### src/rtl/pc_redirect_unit.sv
// Fetch-PC owner for the pipelined core: applies EX-stage branch/JAL/JALR redirects,
// squashes the front end, traps on misaligned targets and counts accepted redirects.
module pc_redirect_unit #(
  parameter int              XLEN     = 32,
  parameter logic [XLEN-1:0] RESET_PC = XLEN'(32'h0000_0000),
  parameter int              CNT_W    = 16
) (
  input  logic             clk,
  input  logic             rst,
  input  logic             stall,
  input  logic             branch_taken,
  input  logic             jal,
  input  logic             jalr,
  input  logic [XLEN-1:0]  ex_pc,
  input  logic [XLEN-1:0]  ex_imm,
  input  logic [XLEN-1:0]  ex_rs1,
  output logic [XLEN-1:0]  pc,
  output logic [XLEN-1:0]  pc_plus4,
  output logic             flush_if_id,
  output logic             flush_id_ex,
  output logic             trap,
  output logic [XLEN-1:0]  trap_pc,
  output logic [CNT_W-1:0] redirect_cnt
);

  typedef enum logic [1:0] {
    ST_RUN    = 2'd0,
    ST_SHADOW = 2'd1,
    ST_TRAP   = 2'd2
  } state_t;

  localparam logic [XLEN-1:0]  PC_STEP  = XLEN'(32'd4);
  localparam logic [XLEN-1:0]  BIT0_CLR = ~(XLEN'(32'd1));
  localparam logic [CNT_W-1:0] CNT_MAX  = {CNT_W{1'b1}};
  localparam logic [CNT_W-1:0] CNT_ONE  = CNT_W'(32'd1);

  state_t           r_state;
  state_t           w_state_next;
  logic [XLEN-1:0]  r_pc;
  logic [XLEN-1:0]  r_trap_pc;
  logic [CNT_W-1:0] r_cnt;
  logic             r_trap;

  logic [XLEN-1:0]  w_seq_pc;
  logic [XLEN-1:0]  w_br_target;
  logic [XLEN-1:0]  w_jalr_sum;
  logic [XLEN-1:0]  w_target;
  logic [XLEN-1:0]  w_pc_next;
  logic             w_req;
  logic             w_misaligned;
  logic             w_flush;
  logic             w_accept;
  logic             w_trap_set;

  assign w_seq_pc    = r_pc + PC_STEP;
  assign w_br_target = ex_pc + ex_imm;
  assign w_jalr_sum  = ex_rs1 + ex_imm;
  assign w_req       = branch_taken | jal | jalr;

  // Redirect target selection; JALR has priority and drops bit 0.
  always_comb begin
    w_target = w_br_target;
    if (jalr) begin
      w_target = w_jalr_sum & BIT0_CLR;
    end else begin
      w_target = w_br_target;
    end
  end

  assign w_misaligned = w_target[1];

  // Next-state, next-PC and flush decode.
  always_comb begin
    w_state_next = r_state;
    w_pc_next    = r_pc;
    w_flush      = 1'b0;
    w_accept     = 1'b0;
    w_trap_set   = 1'b0;
    case (r_state)
      ST_RUN: begin
        if (w_req) begin
          w_flush = 1'b1;
          if (w_misaligned) begin
            w_trap_set   = 1'b1;
            w_state_next = ST_TRAP;
          end else begin
            w_accept     = 1'b1;
            w_pc_next    = w_target;
            w_state_next = ST_SHADOW;
          end
        end else if (stall) begin
          w_pc_next = r_pc;
        end else begin
          w_pc_next = w_seq_pc;
        end
      end
      ST_SHADOW: begin
        // EX holds the bubble created by our own flush, so requests are ignored here.
        if (stall) begin
          w_pc_next = r_pc;
        end else begin
          w_pc_next = w_seq_pc;
        end
        w_state_next = ST_RUN;
      end
      ST_TRAP: begin
        w_flush      = 1'b1;
        w_state_next = ST_TRAP;
      end
      default: begin
        w_state_next = ST_RUN;
      end
    endcase
  end

  // FSM state register.
  always_ff @(posedge clk or negedge rst) begin
    if (!rst) begin
      r_state <= ST_RUN;
    end else begin
      r_state <= w_state_next;
    end
  end

  // Fetch PC register.
  always_ff @(posedge clk or negedge rst) begin
    if (!rst) begin
      r_pc <= RESET_PC;
    end else begin
      r_pc <= w_pc_next;
    end
  end

  // Sticky trap flag and faulting instruction PC.
  always_ff @(posedge clk or negedge rst) begin
    if (!rst) begin
      r_trap    <= 1'b0;
      r_trap_pc <= XLEN'(32'h0000_0000);
    end else if (w_trap_set) begin
      r_trap    <= 1'b1;
      r_trap_pc <= ex_pc;
    end else begin
      r_trap    <= r_trap;
      r_trap_pc <= r_trap_pc;
    end
  end

  // Saturating count of accepted redirects.
  always_ff @(posedge clk or negedge rst) begin
    if (!rst) begin
      r_cnt <= CNT_W'(32'd0);
    end else if (w_accept && (r_cnt != CNT_MAX)) begin
      r_cnt <= r_cnt + CNT_ONE;
    end else begin
      r_cnt <= r_cnt;
    end
  end

  assign pc           = r_pc;
  assign pc_plus4     = w_seq_pc;
  assign flush_if_id  = w_flush & rst;
  assign flush_id_ex  = w_flush & rst;
  assign trap         = r_trap;
  assign trap_pc      = r_trap_pc;
  assign redirect_cnt = r_cnt;

endmodule

### config.mk
export PLATFORM = sky130hd
export DESIGN_NAME = pc_redirect_unit
export DESIGN_NICKNAME = d
export VERILOG_FILES = /design/src/rtl/pc_redirect_unit.sv
export SDC_FILE = /design/constraint.sdc
export NUM_CORES = 1
export LEC_CHECK = 0
export CELL_PAD_IN_SITES_DETAIL_PLACEMENT = 1
export CELL_PAD_IN_SITES_GLOBAL_PLACEMENT = 1
export CORE_AREA = 4 4 198 152
export DETAILED_ROUTE_END_ITERATION = 8
export DIE_AREA = 0 0 202 156
export DONT_BUFFER_PORTS = 1
export GPL_ROUTABILITY_DRIVEN = 0
export PLACE_DENSITY = 0.63
export SETUP_SLACK_MARGIN = 0.02
export SLEW_MARGIN = 20
export SYNTH_ARGS = -nofsm -noshare
export SYNTH_HDL_FRONTEND = slang
export SYNTH_SLANG_ARGS = --single-unit
### constraint.sdc
create_clock -name clk -period 2.8 [get_ports clk]
set_input_delay 0.56 -clock clk [delete_from_list [all_inputs] [get_ports clk]]
set_output_delay 0.56 -clock clk [all_outputs]
set_load 0.02 [all_outputs]
---- Word-level counts from Yosys, hierarchy flattened ----
Cells that the tools add are included.
word-level totals
  bits in registers ....................... 83
  bits in latches ......................... 0
  memory bits (writable) .................. 0
  ROM bits ................................ 0
  input bits .............................. 102
  word-level logic and storage cells ...... 37
  memories ................................ 0
operators by class
  add/subtract/negate cells ............... 4
  multipliers ............................. 0
  div/mod/pow operators ................... 0
  magnitude comparators ................... 0
  equality and inequality tests ........... 5
  shift-type cells ........................ 0
  muxes and demuxes ....................... 16
  bitwise logic cells ..................... 3
  reductions and logical operators ........ 4
operators by type and width
  kind                   count
  $mux 32                4
  $add 32x32->32         2
  $pmux 32 s2            1
  $add 32x3->32 const B  1
  $add 16x1->16 const B  1
  $ne 16x16->1 const B   1
  $mux 1                 7
  $mux 2                 2
  $pmux 2 s2             1
  $ne 3x3->1 const B     1
  $eq 2x1->1 const B     1
  $eq 2x2->1 const B     1
  $logic_not 2->1        1
  $ne 2x2->1 const B     1
  $or 1x1->1             2
  $pmux 1 s2             1
  $reduce_and 2->1       1
  $reduce_bool 2->1      1
  $and 1x1->1            1
  $logic_and 1x1->1      1

---- Longest topological paths before layout ----
Gate-level depths: netlist (run 1).
  depth in word-level cells ............... 6
  mapped depth ............................ 11
  depth with buffers taken out ............ 11

---- Worst setup path before layout (run 1) ----
Ideal clock, no wire load.
  path type ............................... flip-flop to output port
  start point ............................. reg r_pc[4] (netlist: pc[4])
  end point ............................... out pc_plus4[19]
  data arrival time ....................... 2.108 ns
  required time ........................... 2.240 ns
  slack ................................... 0.132 ns
  cell stages (with the launch flop) ...... 8
  cell sequence ........................... dfrtp_1 > buf_4 > nand3_2 > or3_1 > buf_6 > nor2_1 > nand4_1 > xnor2_1
on the way
  longest elaborated chain between the ends .. 1
RTL lines
  item                    RTL line  RTL
  from (decl)             39        logic [XLEN-1:0] r_pc;
  from (signal assigned)  130       r_pc <= w_pc_next;
  $add 32x3->32           55        assign w_seq_pc = r_pc + PC_STEP;
  to (decl)               18        output logic [XLEN-1:0] pc_plus4,
No other way between the ends.

---- Worst setup path in the final report (run 1) ----
  start point ............................. reg r_pc[11] (netlist: pc[11])
  end point ............................... out pc_plus4[22]
Same word-level chain as after synthesis.

==> results of run 1 <==
## cells in the mapped netlist (3+ instances only)
cell	instances
nor2_2	3
o211a_1	4
nor3_1	19
o31ai_1	6
a41oi_1	3
o21bai_1	8
mux2i_1	8
nand2_1	90
a21oi_1	107
nand3_1	46
o22ai_1	6
nor4_1	5
inv_1	27
nand4_1	26
o221ai_1	3
o211ai_1	10
or2_2	3
buf_6	5
a21o_1	29
nor3b_1	5
nand2b_1	12
nor2_1	62
a211oi_1	7
xor2_1	29
buf_4	9
mux2_2	31
o21a_1	7
clkbuf_1	17
o21ai_0	56
dfrtp_1	82
nor2b_1	9
and3_1	13
and4_1	7
xnor2_1	57
o21ai_1	6
a31oi_1	12
ha_1	63
buf_2	10
or3_1	7
a211o_1	3
o31a_1	3
## power by group
group | internal (W) | switching [W] | leakage [nW]
logic | 0.000583 | 0.000793 | 3.46
registers | 0.00120 | 0.0000153 | 1.09
clock network | 0.000802 | 0.000622 | 0.163
total | 0.00258 | 0.00143 | 4.71
## layout make-up
class	instances	area, sq um	area share [%]
Clock buffer	9	225	2.18
Clock inverter	7	106	1.03
Inverter	28	105	1.02
Multi-Input combinational cell	818	5800	56.3
Sequential cell	82	2060	19.9
Tap cell	385	482	4.67
Timing Repair Buffer	194	1530	14.8
## logic make-up (layout without fill, tap and decap cells)
family	Yosys count	after routing	synth area share, %
AOI/OAI and AO/OA	300	300	24.2
xor gates and xnor gates	87	87	9.57
adders and majority gates	65	65	10.3
buffers and inverters	71	238	4.50
DFF	82	82	25.5
muxes	39	39	5.34
other	1	2	0.0466
and+or+nand+nor	325	325	20.5
## flip-flops by register name, summed over array words and instances, names as in the netlist
name and count:
trap_pc 32, trap 1, r_state 2, redirect_cnt 16, pc 31
## what timing repair did
action	in CTS	in global routing
pin swaps	0	11
setup endpoints to repair	17	22
endpoints found under the hold margin	82	0
hold buffers	1	0
setup buffers	3	9
gates cloned	0	1
resized for setup	18	25
## placed cells by master (no fill, tap or decap), types with 12 or more instances in the layout
cell | netlist | routed
dfrtp_1 | 82 | 79
xor2_1 | 29 | 27
xnor2_1 | 57 | 53
a21oi_1 | 107 | 104
o21ai_0 | 56 | 55
a21o_1 | 29 | 29
nand3_1 | 46 | 45
inv_1 | 27 | 27
and3_1 | 13 | 13
nand2_1 | 90 | 85
mux2_2 | 31 | 31
nor2_1 | 62 | 56
nor3_1 | 19 | 17
nand2b_1 | 12 | 12
a31oi_1 | 12 | 12
ha_1 | 63 | 62
buf_4 | 9 | 188
nand4_1 | 26 | 26
## layer usage
metal,vias up,GRT usage (%)
met5,-,0
met3,40,4.95
met1,3998,29.6
met2,232,32.5
met4,0,5.47
li1,3908,-
## worst max-delay path, delay by kind of cell (launching register included)
kind | cells | cell delay [ns]
AND/OR/NAND/NOR | 3 | 0.81
flip-flops | 1 | 0.43
XOR/XNOR | 1 | 0.37
buffers and inverters | 1 | 0.22
## worst max path at each step
stage / endpoint / startpoint / cells after the start / slack, ns
after floorplan: pc_plus4[19] / pc[4] / 7 / 0.13
after global placement: pc[24] / ex_pc[0] / 11 / -0.26
after detailed placement: pc[24] / ex_pc[0] / 11 / -0.27
after CTS: pc_plus4[31] / pc[3] / 8 / 0.02
after global routing: pc_plus4[24] / pc[4] / 7 / -0.03
final: pc_plus4[22] / pc[11] / 5 / 0.05
## stage by stage
| stage | instance area, sq um | utilization, % | total power (W) | setup slack [ns] | hold slack (ns) |
|---|---|---|---|---|---|
| after floorplan | 8050 | - | 0.00210 | 0.132 | 0.264 |
| after global placement | 9650 | 34.6 | 0.00254 | -0.263 | 0.268 |
| after detailed placement | 9650 | 34.6 | 0.00256 | -0.274 | 0.268 |
| after CTS | 10100 | 36.2 | 0.00405 | 0.0216 | 0.119 |
| after global routing | 10300 | 36.9 | 0.00425 | -0.0276 | 0.118 |
| final | 10300 | 36.9 | 0.00401 | 0.0457 | 0.0839 |
==> metrics.md, run 1 <==
| Metric | Value |
|---|---|
| Status | finished clean |
| DR iter-0 viols | 450 |
| Post-synth EDFFs | 0 |
| Hold Violations, Final | 0 |
| Clk_skew | 0.00922 ns |
| Post-layout min period | 2.75 ns |
| Worst reg-to-reg path cell count | 10 |
| Initial Util | 28.8% |
| Clk root buf | clkbuf_16 |
| Max VDD drop | 355 uV |
| Tcrit/Tclk final | 98.4% |
| Slowest stage delay, CP | 0.43 ns |
| Max Fanout on Critical Path | 6 |
| Main synth FF type | dfrtp_1 |
| Layout cells sized above 1 | 26.5% |
| TritonCTS sink count | 82 |
| Die footprint | 31500 sq um |
| Fmax | 0.363 GHz |
| CP startpoint kind | register |
| WP data required | 2.24 ns |
| Endpoints failing setup | 0 |
| CP max-delay cell | dfrtp_1 |
| DR DRC count | 0 |
| Clock buffer depth | 2 |
| Net count reported at finish | 1300 |
| Type of the tightest min-delay check | in2async |
| CP endpoint kind | output pin |
| Largest net degree at the start of global routing | 83 |
| Wl on met1 | 16300 um |
| Least-Margin Pin Slew | 0.561 ns |
| Post-Syn Instances | 970 |
| Critical path class | reg2out |
| Drt wl/cell | 22.3 um |
| Core area | 27900 sq um |
| DR pass1 iterations | 5 |
| # rows | 53 |
| Static leakage | 4.71 nW |
| Dpl hpwl | 27800 um |
| Vias in the first global route | 8675 |
| Area leader, netlist | dfrtp_1 |
| Fin cells | 1523 |
| I/O pin total | 217 |
| TritonCTS Buffers | 9 |
| DP Cell Count | 1493 |
| Pwr Density | 389 nW/um^2 |
| Yosys Warn Count | 0 |
| Synth Cell Area | 8040 sq um |
| Antenna viol nets, final | 0 |
| Global-route wire length before repair | 51800 um |
| Number of antenna violations at the first check in global routing | 0 |
| R2r endpoint | pc[29] |
| Area share of the largest cell type after synthesis | 25.5% |
| Max-slew violations | 0 |
| Seq/Total Area, Yosys | 25.5% |
| Die height | 156 um |
| Routed WL | 34000 um |
| Distinct cells, synth | 87 |
| Chip Width | 202 um |
| Rel. slew slack | 62.2% |
| Clk slew on worst S/H paths | 0.08 ns |
| Top cells by area, synth | dfrtp_1, ha_1, a21oi_1 |
| Clock latency on the worst-skew pair | 0.36 ns |
| RSZ-0062 raised after global routing | true |
| Setup TNS | 0 ns |
| DR top layer | met4 |
| Htree depth | 3 |
| Critical Path, Cell by Cell | and4_1 > and4_2 > nand3_1 > xnor2_1 > buf_4 |
| Met3 WL | 2080 um |
| R2r setup slk | 0.33 ns |
| Grt total ovfl | 0 |
| Avg Inst Size Synth | 8.29 sq um |
| Max Cap Viol | 0 |
| ANT cells | 0 |
| Routed vias/inst | 5.37 |
| Vias post-DR | 8178 |
| Syn-to-layout area delta | 28.2% |
| CTS tree | done |
| Critical path arrival | 2.19 ns |
| R2R Path Start | pc[3] |
| Met2 Wirelength | 14900 um |
| Filler instances | 3328 |
| All-layer global routing usage | 21.0% |
| Seq cells post-synth | 82 |
| IO buf count | 0 |
| Ys async rst share | 100% |
Note: power is estimated with default switching activity, not from simulation.
==> inputs of run 2 (changes only) <==
--- a/config.mk
+++ b/config.mk
@@ -7,9 +7,9 @@
 export LEC_CHECK = 0
 export CELL_PAD_IN_SITES_DETAIL_PLACEMENT = 1
 export CELL_PAD_IN_SITES_GLOBAL_PLACEMENT = 1
-export CORE_AREA = 4 4 198 152
+export CORE_AREA = 4 4 131 228
 export DETAILED_ROUTE_END_ITERATION = 8
-export DIE_AREA = 0 0 202 156
+export DIE_AREA = 0 0 135 232
 export DONT_BUFFER_PORTS = 1
 export GPL_ROUTABILITY_DRIVEN = 0
 export PLACE_DENSITY = 0.63
==> run 2 against run 1 <==
  * Count of clock-buffer cells in the layout is 1 higher
  * Largest power group is now combinational logic
  * Highest routed layer is now met5
  * Worst hold slack better by 0.0075 ns
  * Clock power decreased by 9.9%
  * Critical endpoint is now pc_plus4[30]
  * Setup slack better by 0.0023 ns
  * Sequential share of layout area decreased by 0.63 points
  * Die area shrank 0.61%
  * Final cell count up 2.7%
  * Critical path type unchanged
  * Combinational power increased by 6%
==> metrics.md, run 2 (same netlist as run 1, synthesis figures left out) <==
| Metric | Value |
|---|---|
| DR top layer | met5 |
| Htree depth | 3 (unchanged) |
| Chip Width | 135 um (-33%) |
| TritonCTS sink count | 82 (unchanged) |
| Max VDD drop | 241 uV (-32%) |
| Static leakage | 4.95 nW (+5.2%) |
| DR DRC count | 0 (unchanged) |
| Clk root buf | clkbuf_16 |
| CTS tree | done |
| Filler instances | 3324 (-0.12%) |
| Die height | 232 um (+49%) |
| Antenna viol nets, final | 0 (unchanged) |
| Clock latency on the worst-skew pair | 0.38 ns (+0.02 ns) |
| DP Cell Count | 1520 (+1.8%) |
| Die footprint | 31300 sq um (-0.61%) |
| Worst setup margin | 0.0480 ns (+0.00233 ns) |
| IO buf count | 0 (unchanged) |
| Hold Violations, Final | 0 (unchanged) |
| Vias post-DR | 8516 (+4.1%) |
| Core area | 27900 sq um (-0.17%) |
| Met2 Wirelength | 19000 um (+27%) |
| Final total power | 0.00395 W (-1.6%) |
| Sum of buffers and inverters on the critical path | 3 (+2) |
| Fmax | 0.363 GHz (about the same) |
| All-layer global routing usage | 21.6% (+0.60 points) |
| # rows | 81 (+53%) |
| CP endpoint kind | output pin |
| Routed vias/inst | 5.45 (+1.4%) |
| Critical path arrival | 2.19 ns (about the same) |
| Clk slew on worst S/H paths | 0.07 ns (about the same) |
| Setup WS pre-CTS | -0.349 ns (-0.0751 ns) |
| Finished Cell Area | 10700 sq um (+3.4%) |
| Initial Util | 28.9% (+0.049 points) |
| Endpoints failing setup | 0 (unchanged) |
| Status | finished clean |
| Max Fanout on Critical Path | 4 (-2) |
| Critical path class | reg2out |
| Slowest stage delay, CP | 0.42 ns (about the same) |
| CP startpoint kind | register |
| DP Area | 9920 sq um (+2.7%) |
| Vias in the first global route | 9458 (+9.0%) |
| Dpl hpwl | 28500 um (+2.5%) |
| DR iter-0 viols | 319 (-29%) |
| Post-layout min period | 2.75 ns (-0.00233 ns) |
| Rel. slew slack | 58.7% (-3.5 points) |
| TritonCTS Buffers | 9 (unchanged) |
| Max reg flops | 32 (unchanged) |
| Pwr Density | 371 nW/um^2 (-4.8%) |
| Clock buffer depth | 2 (unchanged) |
| Most frequent cells in the layout | buf_4, a21oi_1, nand2_1, dfrtp_1, ha_1 |
| I/O pin total | 217 (unchanged) |
| Met3 WL | 1770 um (-15%) |
| Global-route wire length before repair | 52400 um (+1.1%) |
| Max Cap Viol | 0 (unchanged) |
| Drt wl/cell | 22.0 um (-1.2%) |
| Crit-path leading delay family | simple AND/OR/NAND/NOR gates |
| Least-Margin Pin Slew | 0.613 ns (+0.0519 ns) |
| Grt total ovfl | 0 (unchanged) |
| Worst path most repeated cell | buf_6 |
| Max-slew violations | 0 (unchanged) |
| WHS | 0.0915 ns (+0.00752 ns) |
| Type of the tightest min-delay check | in2async |
| Largest net degree at the start of global routing | 83 (unchanged) |
| Commonest non-fill, non-tap cell in the layout | buf_4 |
| Tcrit/Tclk final | 98.3% (about the same) |
| RSZ-0062 raised after global routing | true |
| CP max-delay cell | dfrtp_2 |
| Critical Path, Cell by Cell | ha_4 > and4_4 > nand3_4 > buf_6 > nor4_4 > buf_4 > xor2_2 > buf_6 |
| Syn-to-layout area delta | 32.5% |
| Fin cells | 1564 (+2.7%) |
| Number of antenna violations at the first check in global routing | 1 (+1) |
| Routed WL | 34400 um (+1.4%) |
| WP data required | 2.24 ns (about the same) |
| Layout cells sized above 1 | 30.0% (+3.4 points) |
| Wl on met1 | 12100 um (-26%) |
| Clk_skew | 0.00631 ns (-0.00292 ns) |
| ANT cells | 0 (unchanged) |
| DR pass1 iterations | 4 (-1) |
| Net count reported at finish | 1353 (+4.1%) |
-- run 2: changes by cell type in the layout (fill, tap and decap cells not counted), sizes merged --
| cell | delta |
|---|---|
| buf | +54 |
| bufinv | -1 |
| clkinv | +1 |
| clkinvlp | +2 |
| inv | -3 |
-- run 2: per-stage QoR --
| stage | utilization, % | TNS, ns |
|---|---|---|
| after floorplan | - | 0 |
| after global routing | 38.2 | -0.114 |
| after detailed placement | 35.6 | -2.71 |
| final | 38.2 | 0 |
| after CTS | 37.4 | 0 |
| after global placement | 35.6 | -1.88 |
-- run 2: layout make-up --
class                      count  area, sq um  area share (%)
clock inverter                 6         63.8           0.599
tap                          373          467            4.38
timing repair buffer         247         1910            17.9
inverter                      28          105           0.986
multi-input combinational    818         5820            54.6
clock buffer                  10          239            2.24
sequential                    82         2060            19.3
-- run 2: where the power goes --
| group | internal (W) | switching (W) |
|---|---|---|
| registers | 0.00120 | 0.0000147 |
| clock network | 0.000715 | 0.000564 |
| logic | 0.000643 | 0.000813 |
| total | 0.00256 | 0.00139 |
-- run 2: final timing paths --
path,from,to,slack (ns),depth (start not counted)
max,pc[3],pc_plus4[30],0.05,8
min,rst,trap_pc[9],0.09,1
max reg2reg,pc[3],pc[29],0.43,9
min reg2reg,r_state[0],r_state[1],0.51,1
max in group asynchronous,rst,pc[28],2.33,1
min in group clk,ex_pc[9],trap_pc[9],0.33,1
-- run 2: layer usage --
metal,vias up,global-route usage (%)
met5,-,0
met4,2,10.5
met3,83,4.31
met2,241,42.1
met1,4185,21.2
li1,4005,-
-- run 2: timing repair --
action                                  4_1_cts  5_1_grt
buffers inserted                             14       13
resized for setup                            17       30
hold buffers                                  1        0
pin swaps                                     6        8
gates cloned                                  0        0
endpoints found under the setup margin       15       20
endpoints found under the hold margin        82        0
==> inputs of run 3 (changes only) <==
--- a/config.mk
+++ b/config.mk
@@ -12,8 +12,9 @@
 export DIE_AREA = 0 0 135 232
 export DONT_BUFFER_PORTS = 1
 export GPL_ROUTABILITY_DRIVEN = 0
-export PLACE_DENSITY = 0.63
+export PLACE_DENSITY = 0.58
 export SETUP_SLACK_MARGIN = 0.02
+export SKIP_LAST_GASP = 1
 export SLEW_MARGIN = 20
 export SYNTH_ARGS = -nofsm -noshare
 export SYNTH_HDL_FRONTEND = slang
==> run 3 against run 2 <==
  * Final cell count down 1.5%
  * Utilization shrank 0.78 points
  * Clock power about the same
  * Fmax increased by 1.4%
  * Critical path depth decreased by 1
  * Sequential cell count stayed put
  * Sequential power barely moved
  * Via count fell by 2.0%
  * Register-to-register slack better by 0.08 ns
  * Setup slack better by 0.038 ns
  * Critical path type unchanged
  * Critical endpoint is now pc_plus4[24]
  * Highest routed layer is now met4
==> metrics.md, run 3 (same netlist as run 1, synthesis figures left out) <==
| Metric | Value |
|---|---|
| Hold Violations, Final | 0 (unchanged) |
| Max Cap Viol | 0 (unchanged) |
| Dpl hpwl | 29300 um (+2.7%) |
| Clk slew on worst S/H paths | 0.08 ns (about the same) |
| Vias post-DR | 8349 (-2.0%) |
| DR top layer | met4 |
| Met2 Wirelength | 19600 um (+3.2%) |
| TritonCTS sink count | 82 (unchanged) |
| Fmax | 0.368 GHz (+1.4%) |
| Critical Path, Cell by Cell | ha_4 > nand4_1 > nor2_2 > nand2_1 > nor2_1 > xor2_1 > buf_4 |
| TritonCTS Buffers | 9 (unchanged) |
| DP Cell Count | 1515 (-0.33%) |
| RSZ-0062 raised after global routing | true |
| Antenna viol nets, final | 0 (unchanged) |
| Worst setup margin | 0.0857 ns (+0.0377 ns) |
| Max reg flops | 32 (unchanged) |
| Max Fanout on Critical Path | 5 (+1) |
| WP data required | 2.24 ns (about the same) |
| Clk root buf | clkbuf_16 |
| Clock latency on the worst-skew pair | 0.38 ns (about the same) |
| Critical path class | reg2out |
| DR DRC count | 0 (unchanged) |
| I/O pin total | 217 (unchanged) |
| Status | finished clean |
| Largest net degree at the start of global routing | 83 (unchanged) |
| Post-layout min period | 2.71 ns (-0.0377 ns) |
| CP startpoint kind | register |
| Met3 WL | 1680 um (-5.2%) |
| Wl on met1 | 12400 um (+2.6%) |
| Routed WL | 35000 um (+1.5%) |
| Vias in the first global route | 9186 (-2.9%) |
| Net count reported at finish | 1329 (-1.8%) |
| Max VDD drop | 324 uV (+35%) |
| Rel. slew slack | 43.1% (-16 points) |
| Syn-to-layout area delta | 29.8% |
| Type of the tightest min-delay check | in2async |
| Slowest stage delay, CP | 0.42 ns (about the same) |
| Number of antenna violations at the first check in global routing | 0 (-1) |
| Pwr Density | 380 nW/um^2 (+2.6%) |
| DR iter-0 viols | 436 (+37%) |
| Routed vias/inst | 5.42 (-0.43%) |
| CP max-delay cell | dfrtp_2 |
| Clk_skew | 0.0115 ns (+0.00518 ns) |
| Htree depth | 3 (unchanged) |
| Die footprint | 31300 sq um (unchanged) |
| Core area | 27900 sq um (unchanged) |
| Initial Util | 28.9% (unchanged) |
| Static leakage | 4.82 nW (-2.7%) |
| Clock buffer depth | 2 (unchanged) |
| Die height | 232 um (unchanged) |
| IO buf count | 0 (unchanged) |
| Tcrit/Tclk final | 96.9% (-1.3 points) |
| Endpoints failing setup | 0 (unchanged) |
| ANT cells | 0 (unchanged) |
| CP endpoint kind | output pin |
| Grt total ovfl | 0 (unchanged) |
| Drt wl/cell | 22.7 um (+3.1%) |
| Critical path arrival | 2.15 ns (-0.04 ns) |
| Setup WS pre-CTS | -0.447 ns (-0.0985 ns) |
| Commonest non-fill, non-tap cell in the layout | buf_4 |
| Layout cells sized above 1 | 28.3% (-1.7 points) |
| Global-route wire length before repair | 53000 um (+1.1%) |
| # rows | 81 (unchanged) |
| Max-slew violations | 0 (unchanged) |
| Fin cells | 1540 (-1.5%) |
| Most frequent cells in the layout | buf_4, a21oi_1, nand2_1, dfrtp_1, ha_1 |
| All-layer global routing usage | 22.2% (+0.58 points) |
| DR pass1 iterations | 5 (+1) |
| Chip Width | 135 um (unchanged) |
| CTS tree | done |
| Least-Margin Pin Slew | 0.849 ns (+0.237 ns) |
[run 3: final timing paths]
path                            startpoint            to  slack [ns]  depth (start not counted)
max in group asynchronous              rst          trap        2.32                          1
worst max-delay path                 pc[3]  pc_plus4[24]        0.09                          7
min in group clk                 ex_pc[25]   trap_pc[25]        0.33                          1
worst max register to register       pc[2]        pc[29]        0.51                          8
worst min-delay path                   rst    trap_pc[1]        0.08                          1
worst min register to register  r_state[0]    r_state[1]        0.54                          1
[run 3: per-stage QoR]
stage	utilization [%]	hold slack (ns)	setup TNS (ns)	instance area, sq um	total power (W)
after floorplan	-	0.264	0	8050	0.00210
after global placement	35.6	0.267	-2.92	9910	0.00263
after detailed placement	35.6	0.267	-3.75	9910	0.00265
after CTS	37.1	0.0929	-0.00162	10300	0.00400
after global routing	37.5	0.0973	-0.0936	10400	0.00419
final	37.5	0.0755	0	10400	0.00397
[run 3: worst max-delay path: cells and delay by family, from the launching register on]
| kind | cells | cell delay [ns] |
|---|---|---|
| buffers and inverters | 1 | 0.19 |
| xor gates and xnor gates | 1 | 0.26 |
| adders and majority gates | 1 | 0.17 |
| DFF | 1 | 0.42 |
| and+or+nand+nor | 4 | 0.72 |
[run 3: repair_timing]
action,in CTS,in global routing
endpoints found under the hold margin,82,0
setup buffers,3,5
pin swaps,0,6
hold buffers,1,0
setup endpoints to repair,20,22
gates resized for setup,14,21
[run 3: final cells by class]
cell class,count,area (sq um)
tap,373,467
clock buffer,11,243
fill,3366,17400
sequential,82,2060
timing repair buffer,223,1730
inverter,28,105
clock inverter,5,62.6
multi-input combinational,818,5770
[run 3: report_power, final]
group          leakage [nW]  internal (W)  switching, W  total, W
sequential             1.08       0.00120     0.0000190   0.00122
clock                 0.142      0.000721      0.000578   0.00130
combinational          3.59      0.000636      0.000816   0.00145
[run 3: per-layer routing]
| metal | GRT usage (%) | up-vias |
|---|---|---|
| met4 | 9.52 | 0 |
| met1 | 22.8 | 4131 |
| met3 | 4.29 | 52 |
| met2 | 42.8 | 218 |
| li1 | - | 3948 |
| met5 | 0 | - |
